File: src/rtl/input_packer_pkg.sv
// input_packer_pkg
// Shared definitions for the button input packer. The processor and display
// logic use the same field offsets to decode register 29.
//   NUM_BUTTONS        number of debounced buttons
//   LEVEL_LSB..TICK_LSB bit offsets of the fields in external_inputs
//   status_word_t      packed layout of external_inputs
//   pack_status()      builds a status word from its four fields
package input_packer_pkg;

   localparam int NUM_BUTTONS = 8;
   localparam int FIELD_W     = 8;

   localparam int LEVEL_LSB   = 0;
   localparam int PRESS_LSB   = 8;
   localparam int STRUM_LSB   = 16;
   localparam int TICK_LSB    = 24;

   // Counter widths sized for the largest legal parameter values.
   localparam int DEBOUNCE_W  = 20;
   localparam int PRESCALE_W  = 24;

   // First member is the most significant field, so level lands at [7:0].
   typedef struct packed {
      logic [FIELD_W-1:0] tick;
      logic [FIELD_W-1:0] strum;
      logic [FIELD_W-1:0] press;
      logic [FIELD_W-1:0] level;
   } status_word_t;

   function automatic status_word_t pack_status(
      input logic [FIELD_W-1:0] level,
      input logic [FIELD_W-1:0] press,
      input logic [FIELD_W-1:0] strum,
      input logic [FIELD_W-1:0] tick
   );
      status_word_t w;
      w.level = level;
      w.press = press;
      w.strum = strum;
      w.tick  = tick;
      return w;
   endfunction

endpackage

File: src/rtl/input_packer_z_debounce.sv
// z_debounce
// One button channel: 2-flop synchronizer, debounce counter and stable level.
// The stable level only toggles after the synchronized input has disagreed
// with it for DEBOUNCE_CYCLES consecutive cycles.
//   clock       system clock, rising edge
//   ctrl_reset  asynchronous active-low reset
//   button      raw asynchronous button input
//   level       debounced stable level
//   rise        one-cycle pulse, high during the cycle whose edge raises level
module z_debounce
   import input_packer_pkg::*;
#(
   parameter int unsigned DEBOUNCE_CYCLES = 250000
) (
   input  logic clock,
   input  logic ctrl_reset,
   input  logic button,
   output logic level,
   output logic rise
);

   localparam logic [DEBOUNCE_W-1:0] COUNT_LAST = DEBOUNCE_W'(DEBOUNCE_CYCLES - 1);

   logic [1:0]            sync_reg;
   logic                  stable_reg;
   logic                  stable_next;
   logic [DEBOUNCE_W-1:0] count_reg;
   logic [DEBOUNCE_W-1:0] count_next;

   always_comb begin
      stable_next = stable_reg;
      count_next  = count_reg;
      rise        = 1'b0;
      if (sync_reg[1] == stable_reg) begin
         count_next = '0;
      end else if (count_reg == COUNT_LAST) begin
         // Disagreement has lasted the full window: accept the new level.
         stable_next = ~stable_reg;
         count_next  = '0;
         rise        = ~stable_reg;
      end else begin
         count_next = count_reg + 1'b1;
      end
   end

   always_ff @(posedge clock or negedge ctrl_reset) begin
      if (!ctrl_reset) begin
         sync_reg   <= '0;
         stable_reg <= 1'b0;
         count_reg  <= '0;
      end else begin
         sync_reg   <= {sync_reg[0], button};
         stable_reg <= stable_next;
         count_reg  <= count_next;
      end
   end

   assign level = stable_reg;

endmodule

File: src/rtl/input_packer.sv
// input_packer
// Debounces eight buttons and packs their state, sticky press flags, a strum
// counter and a frame tick counter into one registered 32-bit status word.
//   clock            system clock, rising edge
//   ctrl_reset       asynchronous active-low reset
//   buttons[7:0]     raw asynchronous buttons, active high
//   ack              one-cycle pulse clearing selected press flags
//   ack_mask[7:0]    press flags cleared by ack
//   external_inputs  {tick, strum, press flags, stable levels}, registered
//   any_press        registered OR of the press flags
module input_packer
   import input_packer_pkg::*;
#(
   parameter int unsigned DEBOUNCE_CYCLES = 250000,
   parameter int unsigned TICK_CYCLES     = 833333
) (
   input  logic        clock,
   input  logic        ctrl_reset,
   input  logic [7:0]  buttons,
   input  logic        ack,
   input  logic [7:0]  ack_mask,
   output logic [31:0] external_inputs,
   output logic        any_press
);

   localparam logic [PRESCALE_W-1:0] PRESCALE_LAST = PRESCALE_W'(TICK_CYCLES - 1);

   logic [NUM_BUTTONS-1:0] level_vec;
   logic [NUM_BUTTONS-1:0] rise_vec;

   logic [NUM_BUTTONS-1:0] press_reg;
   logic [NUM_BUTTONS-1:0] press_next;
   logic [FIELD_W-1:0]     strum_reg;
   logic [FIELD_W-1:0]     strum_next;
   logic [PRESCALE_W-1:0]  prescale_reg;
   logic [PRESCALE_W-1:0]  prescale_next;
   logic [FIELD_W-1:0]     tick_reg;
   logic [FIELD_W-1:0]     tick_next;

   generate
      for (genvar gi = 0; gi < NUM_BUTTONS; gi++) begin : g_button
         z_debounce #(
            .DEBOUNCE_CYCLES(DEBOUNCE_CYCLES)
         ) u_debounce (
            .clock      (clock),
            .ctrl_reset (ctrl_reset),
            .button     (buttons[gi]),
            .level      (level_vec[gi]),
            .rise       (rise_vec[gi])
         );
      end
   endgenerate

   always_comb begin
      // Clear first, then set, so a press arriving with its ack survives.
      press_next = (press_reg & ~(ack ? ack_mask : '0)) | rise_vec;
      strum_next = strum_reg + {{(FIELD_W-1){1'b0}}, rise_vec[0]};

      prescale_next = prescale_reg + 1'b1;
      tick_next     = tick_reg;
      if (prescale_reg == PRESCALE_LAST) begin
         prescale_next = '0;
         tick_next     = tick_reg + 1'b1;
      end
   end

   always_ff @(posedge clock or negedge ctrl_reset) begin
      if (!ctrl_reset) begin
         press_reg       <= '0;
         strum_reg       <= '0;
         prescale_reg    <= '0;
         tick_reg        <= '0;
         external_inputs <= '0;
         any_press       <= 1'b0;
      end else begin
         press_reg       <= press_next;
         strum_reg       <= strum_next;
         prescale_reg    <= prescale_next;
         tick_reg        <= tick_next;
         // Outputs show the internal state as it stood before this edge.
         external_inputs <= pack_status(level_vec, press_reg, strum_reg, tick_reg);
         any_press       <= |press_reg;
      end
   end

endmodule

File: config.mk
export PLATFORM = sky130hd
export DESIGN_NAME = input_packer
export DESIGN_NICKNAME = d
export VERILOG_FILES = /design/src/rtl/input_packer_pkg.sv /design/src/rtl/input_packer_z_debounce.sv /design/src/rtl/input_packer.sv
export SDC_FILE = /design/constraint.sdc
export NUM_CORES = 1
export LEC_CHECK = 0
export BUFFER_PORTS_ARGS = -buffer_cell sky130_fd_sc_hd__buf_4
export CORE_ASPECT_RATIO = 1.1
export CORE_MARGIN = 2
export CORE_UTILIZATION = 45
export DETAILED_ROUTE_END_ITERATION = 7
export REMOVE_ABC_BUFFERS = 1
export SETUP_SLACK_MARGIN = 0.02
export SLEW_MARGIN = 10
export SYNTH_ARGS = -nofsm -noshare
export SYNTH_HDL_FRONTEND = slang
export SYNTH_SLANG_ARGS = --single-unit
File: constraint.sdc
create_clock -name clock -period 5.95 [get_ports clock]
set_input_delay 0.2975 -clock clock [delete_from_list [all_inputs] [get_ports clock]]
set_output_delay 0.2975 -clock clock [all_outputs]
set_load 0.02 [all_outputs]
==> results.py <==
metrics = {
    "power_and_ir_drop": {
        "p_total_mw": 3.838,
        "ir_worst_vdd_uv": 185.1,
        "p_leak_nw": 6.030,
        "p_per_area_nw_per_um2": 280.2,
    },
    "global_routing": {
        "antenna_found_initial": 1,
        "grt_pass1_wl_um": 40190,
        "grt_overflow": 0,
        "grt_pass1_vias": 8296,
        "grt_max_degree": 145,
        "track_usage_pct": 17.03,
    },
    "logic_synthesis": {
        "yosys_register_bits": 265,
        "postSynth.asyncResetShare_pct": 100.0,
        "synth_cell_types": 49,
        "synth_enable_flop_cells": 0,
        "synth_most_common_cell": "dfrtp_1",
        "synth.avg_cell_area_um2": 10.78,
        "yosys.area.top_type": "dfrtp_1",
        "yosys_warnings": 0,
        "synthFlopType": "dfrtp_1",
        "synth_area_um2": 11860,
        "syn_inst": 1100,
        "synth_top_area_share_pct": 55.91,
        "ys_seq_area_share_pct": 55.91,
        "synth_area_leaders": "dfrtp_1, xor2_1, nor2_1, xnor2_1, nand4_1",
        "synthTopCellsByCount": "dfrtp_1, nor2_1, xor2_1",
    },
    "sta": {
        "tightestPinTransition_ns": 1.031,
        "final_max_slew_viol_count": 0,
        "fmaxAchievable_mhz": 425.3,
        "fin_skew_ns": 0.007115,
        "rsz0062_at_grt": "no",
        "setup_viol": 0,
        "period_share_pct": 39.52,
        "relSlewSlack_pct": 31.00,
        "fin_setup_tns_ns": 0,
        "hold_violations": 0,
        "period_minus_slack_ns": 2.351,
    },
    "floorplan": {
        "coreArea_um2": 25990,
        "ios": 52,
        "rows": 62,
        "start_util_pct": 45.64,
        "die_h_um": 174.3,
        "dieArea_um2": 27670,
        "fp.dieW_um": 158.8,
    },
    "critical_path": {
        "crit_fanout": 14,
        "critPathRequiredTime_ns": 6.38,
        "crit_arrival_ns": 2.78,
        "endpoint_kind": "flip-flop",
        "crit_type": "reg2reg",
        "cp-start-kind": "flip-flop",
    },
    "routing": {
        "vias": 8162,
        "post_drt_via_cell_ratio": 5.317,
        "antenna_left": 0,
        "dr.pass1.iters": 4,
        "drc": 0,
        "wl_per_cell_um": 14.85,
        "initialDrtViolationCount": 495,
        "wirelength_um": 22800,
    },
    "final_layout": {
        "drive_above_1_share_pct": 11.24,
        "diodes": 0,
        "nFillCells": 2295,
        "final_cells": 1535,
        "layout.nets": 1193,
        "syn_to_final_growth_pct": 15.50,
        "largest_register_ff_count": 160,
    },
    "status": {
        "status": "completed",
    },
    "clock_network": {
        "clock_latency_ns": 0.54,
        "cts_root_buffer": "clkbuf_16",
        "ctsResizeCount": 0,
        "cts_num_sinks": 265,
        "cts_made_buffers": 30,
        "htree_levels": 1,
        "clkTransAtPathRegs_ns": 0.06,
        "cts_tree": "built",
        "clockBufferDepth": 3,
    },
    "placement": {
        "hpwl_um": 14710,
        "dp_cells": 1472,
        "port_buffers": 51,
        "gp_congestion": 0.7925,
    },
    "job": {
        "max-cap-violations": 0,
    },
    "worst_hold_path": {
        "hold_path_class": "in2reg",
    },
}
==> worst paths after layout <==
kind                                                    startpoint                                   end  slack [ns]  cells after the start
worst max-delay path                               prescale_reg[0]                           tick_reg[1]        3.60                      6
worst min-delay path                                   ack_mask[7]                          press_reg[7]        0.04                      4
worst max register to register                     prescale_reg[0]                           tick_reg[1]        3.60                      6
worst min register to register  g_button[5].u_debounce.sync_reg[0]    g_button[5].u_debounce.sync_reg[1]        0.35                      0
max in group asynchronous                               ctrl_reset   g_button[5].u_debounce.count_reg[5]        4.31                      3
min in group asynchronous                               ctrl_reset  g_button[3].u_debounce.count_reg[17]        0.38                      2
==> per-layer routing <==
metal  GRT usage (%)  vias up  share of wire (%)
li1                -     4057                  -
met1           22.94     3971                 47
met2           29.00      103                 47
met3           2.672       31                3.8
met4           4.205        0                1.8
met5               0        -                  0
==> cells in the final DEF, fill, tap and decap left out, types with 3 or more instances in the layout <==
cell,Yosys,final
inv_1,23,23
clkbuf_8,0,4
nor3_1,12,12
dlygate4sd3_1,0,9
nor2b_1,3,3
nand2_1,60,60
clkinv_2,0,9
bufinv_16,0,4
xnor2_1,57,57
o21ai_0,30,29
ha_1,13,13
a32o_1,4,4
nand2b_1,4,4
buf_4,0,53
or3_1,24,24
or4_1,26,26
nor4_1,30,30
o41ai_4,3,3
clkbuf_1,18,3
and2_1,10,10
nand3_1,63,63
xor2_1,83,83
a21oi_1,44,44
nor2_1,136,136
o31ai_1,19,19
dfrtp_1,265,265
nor4b_1,8,8
and4_1,29,29
mux2_2,9,9
clkbuf_16,0,31
nand4_1,63,63
and3_1,21,21
nand4_2,3,3
==> cell families (layout without fill, tap and decap cells) <==
| group | Yosys count | in the layout | share of synthesized area [%] |
|---|---|---|---|
| adder cells (fa/ha/maj) | 13 | 13 | 1.371 |
| XOR/XNOR | 140 | 140 | 10.34 |
| AND/OR/NAND/NOR | 507 | 507 | 23.37 |
| multiplexers | 11 | 11 | 1.023 |
| buffers and inverters | 58 | 141 | 2.067 |
| flip-flops | 265 | 265 | 55.91 |
| AO/OA/AOI/OAI | 106 | 106 | 5.928 |
==> through the flow <==
| stage | hold slack, ns | instance area (um^2) | setup slack [ns] | util (%) |
|---|---|---|---|---|
| 3_3_place_gp | 0.3317 | 12580 | 3.670 | 48.39 |
| 2_1_floorplan | 0.001909 | 11700 | 3.671 | - |
| 3_5_place_dp | 0.3347 | 12580 | 3.592 | 48.39 |
| 4_1_cts | 0.01704 | 13700 | 3.564 | 52.72 |
| 5_1_grt | 0.04729 | 13700 | 3.353 | 52.72 |
| 6_report | 0.04383 | 13700 | 3.599 | 52.72 |
==> timing repair <==
action / in CTS / in global routing
hold buffers: 9 / 0
endpoints found under the hold margin: 129 / 0
buffers inserted: 0 / 0
==> power breakdown <==
group | switching (mW) | leakage, nW | internal, mW
Combinational | 0.0680 | 1.89 | 0.0315
Clock | 0.730 | 0.512 | 1.17
Sequential | 0.0170 | 3.63 | 1.82
Total | 0.815 | 6.03 | 3.02
==> layout make-up <==
type / count / area (um^2) / share of cell area (%)
clock buffers: 38 / 842.1 / 6.147
clock inverters: 16 / 191.4 / 1.397
well taps: 352 / 440.4 / 3.215
flip-flops and latches: 265 / 6631 / 48.41
inverters: 23 / 86.33 / 0.6302
repair buffers: 64 / 523.0 / 3.818
multi-input cells: 777 / 4985 / 36.39
==> critical path, stage by stage (launching register included) <==
cell and delay (ns):
dfrtp_1 0.42, inv_1 0.08, ha_1 0.13, nor4bb_1 0.23, nand4b_1 0.38, nor2_2 0.60
mux2_2 0.39
Note: power is estimated with default switching activity, not from simulation.
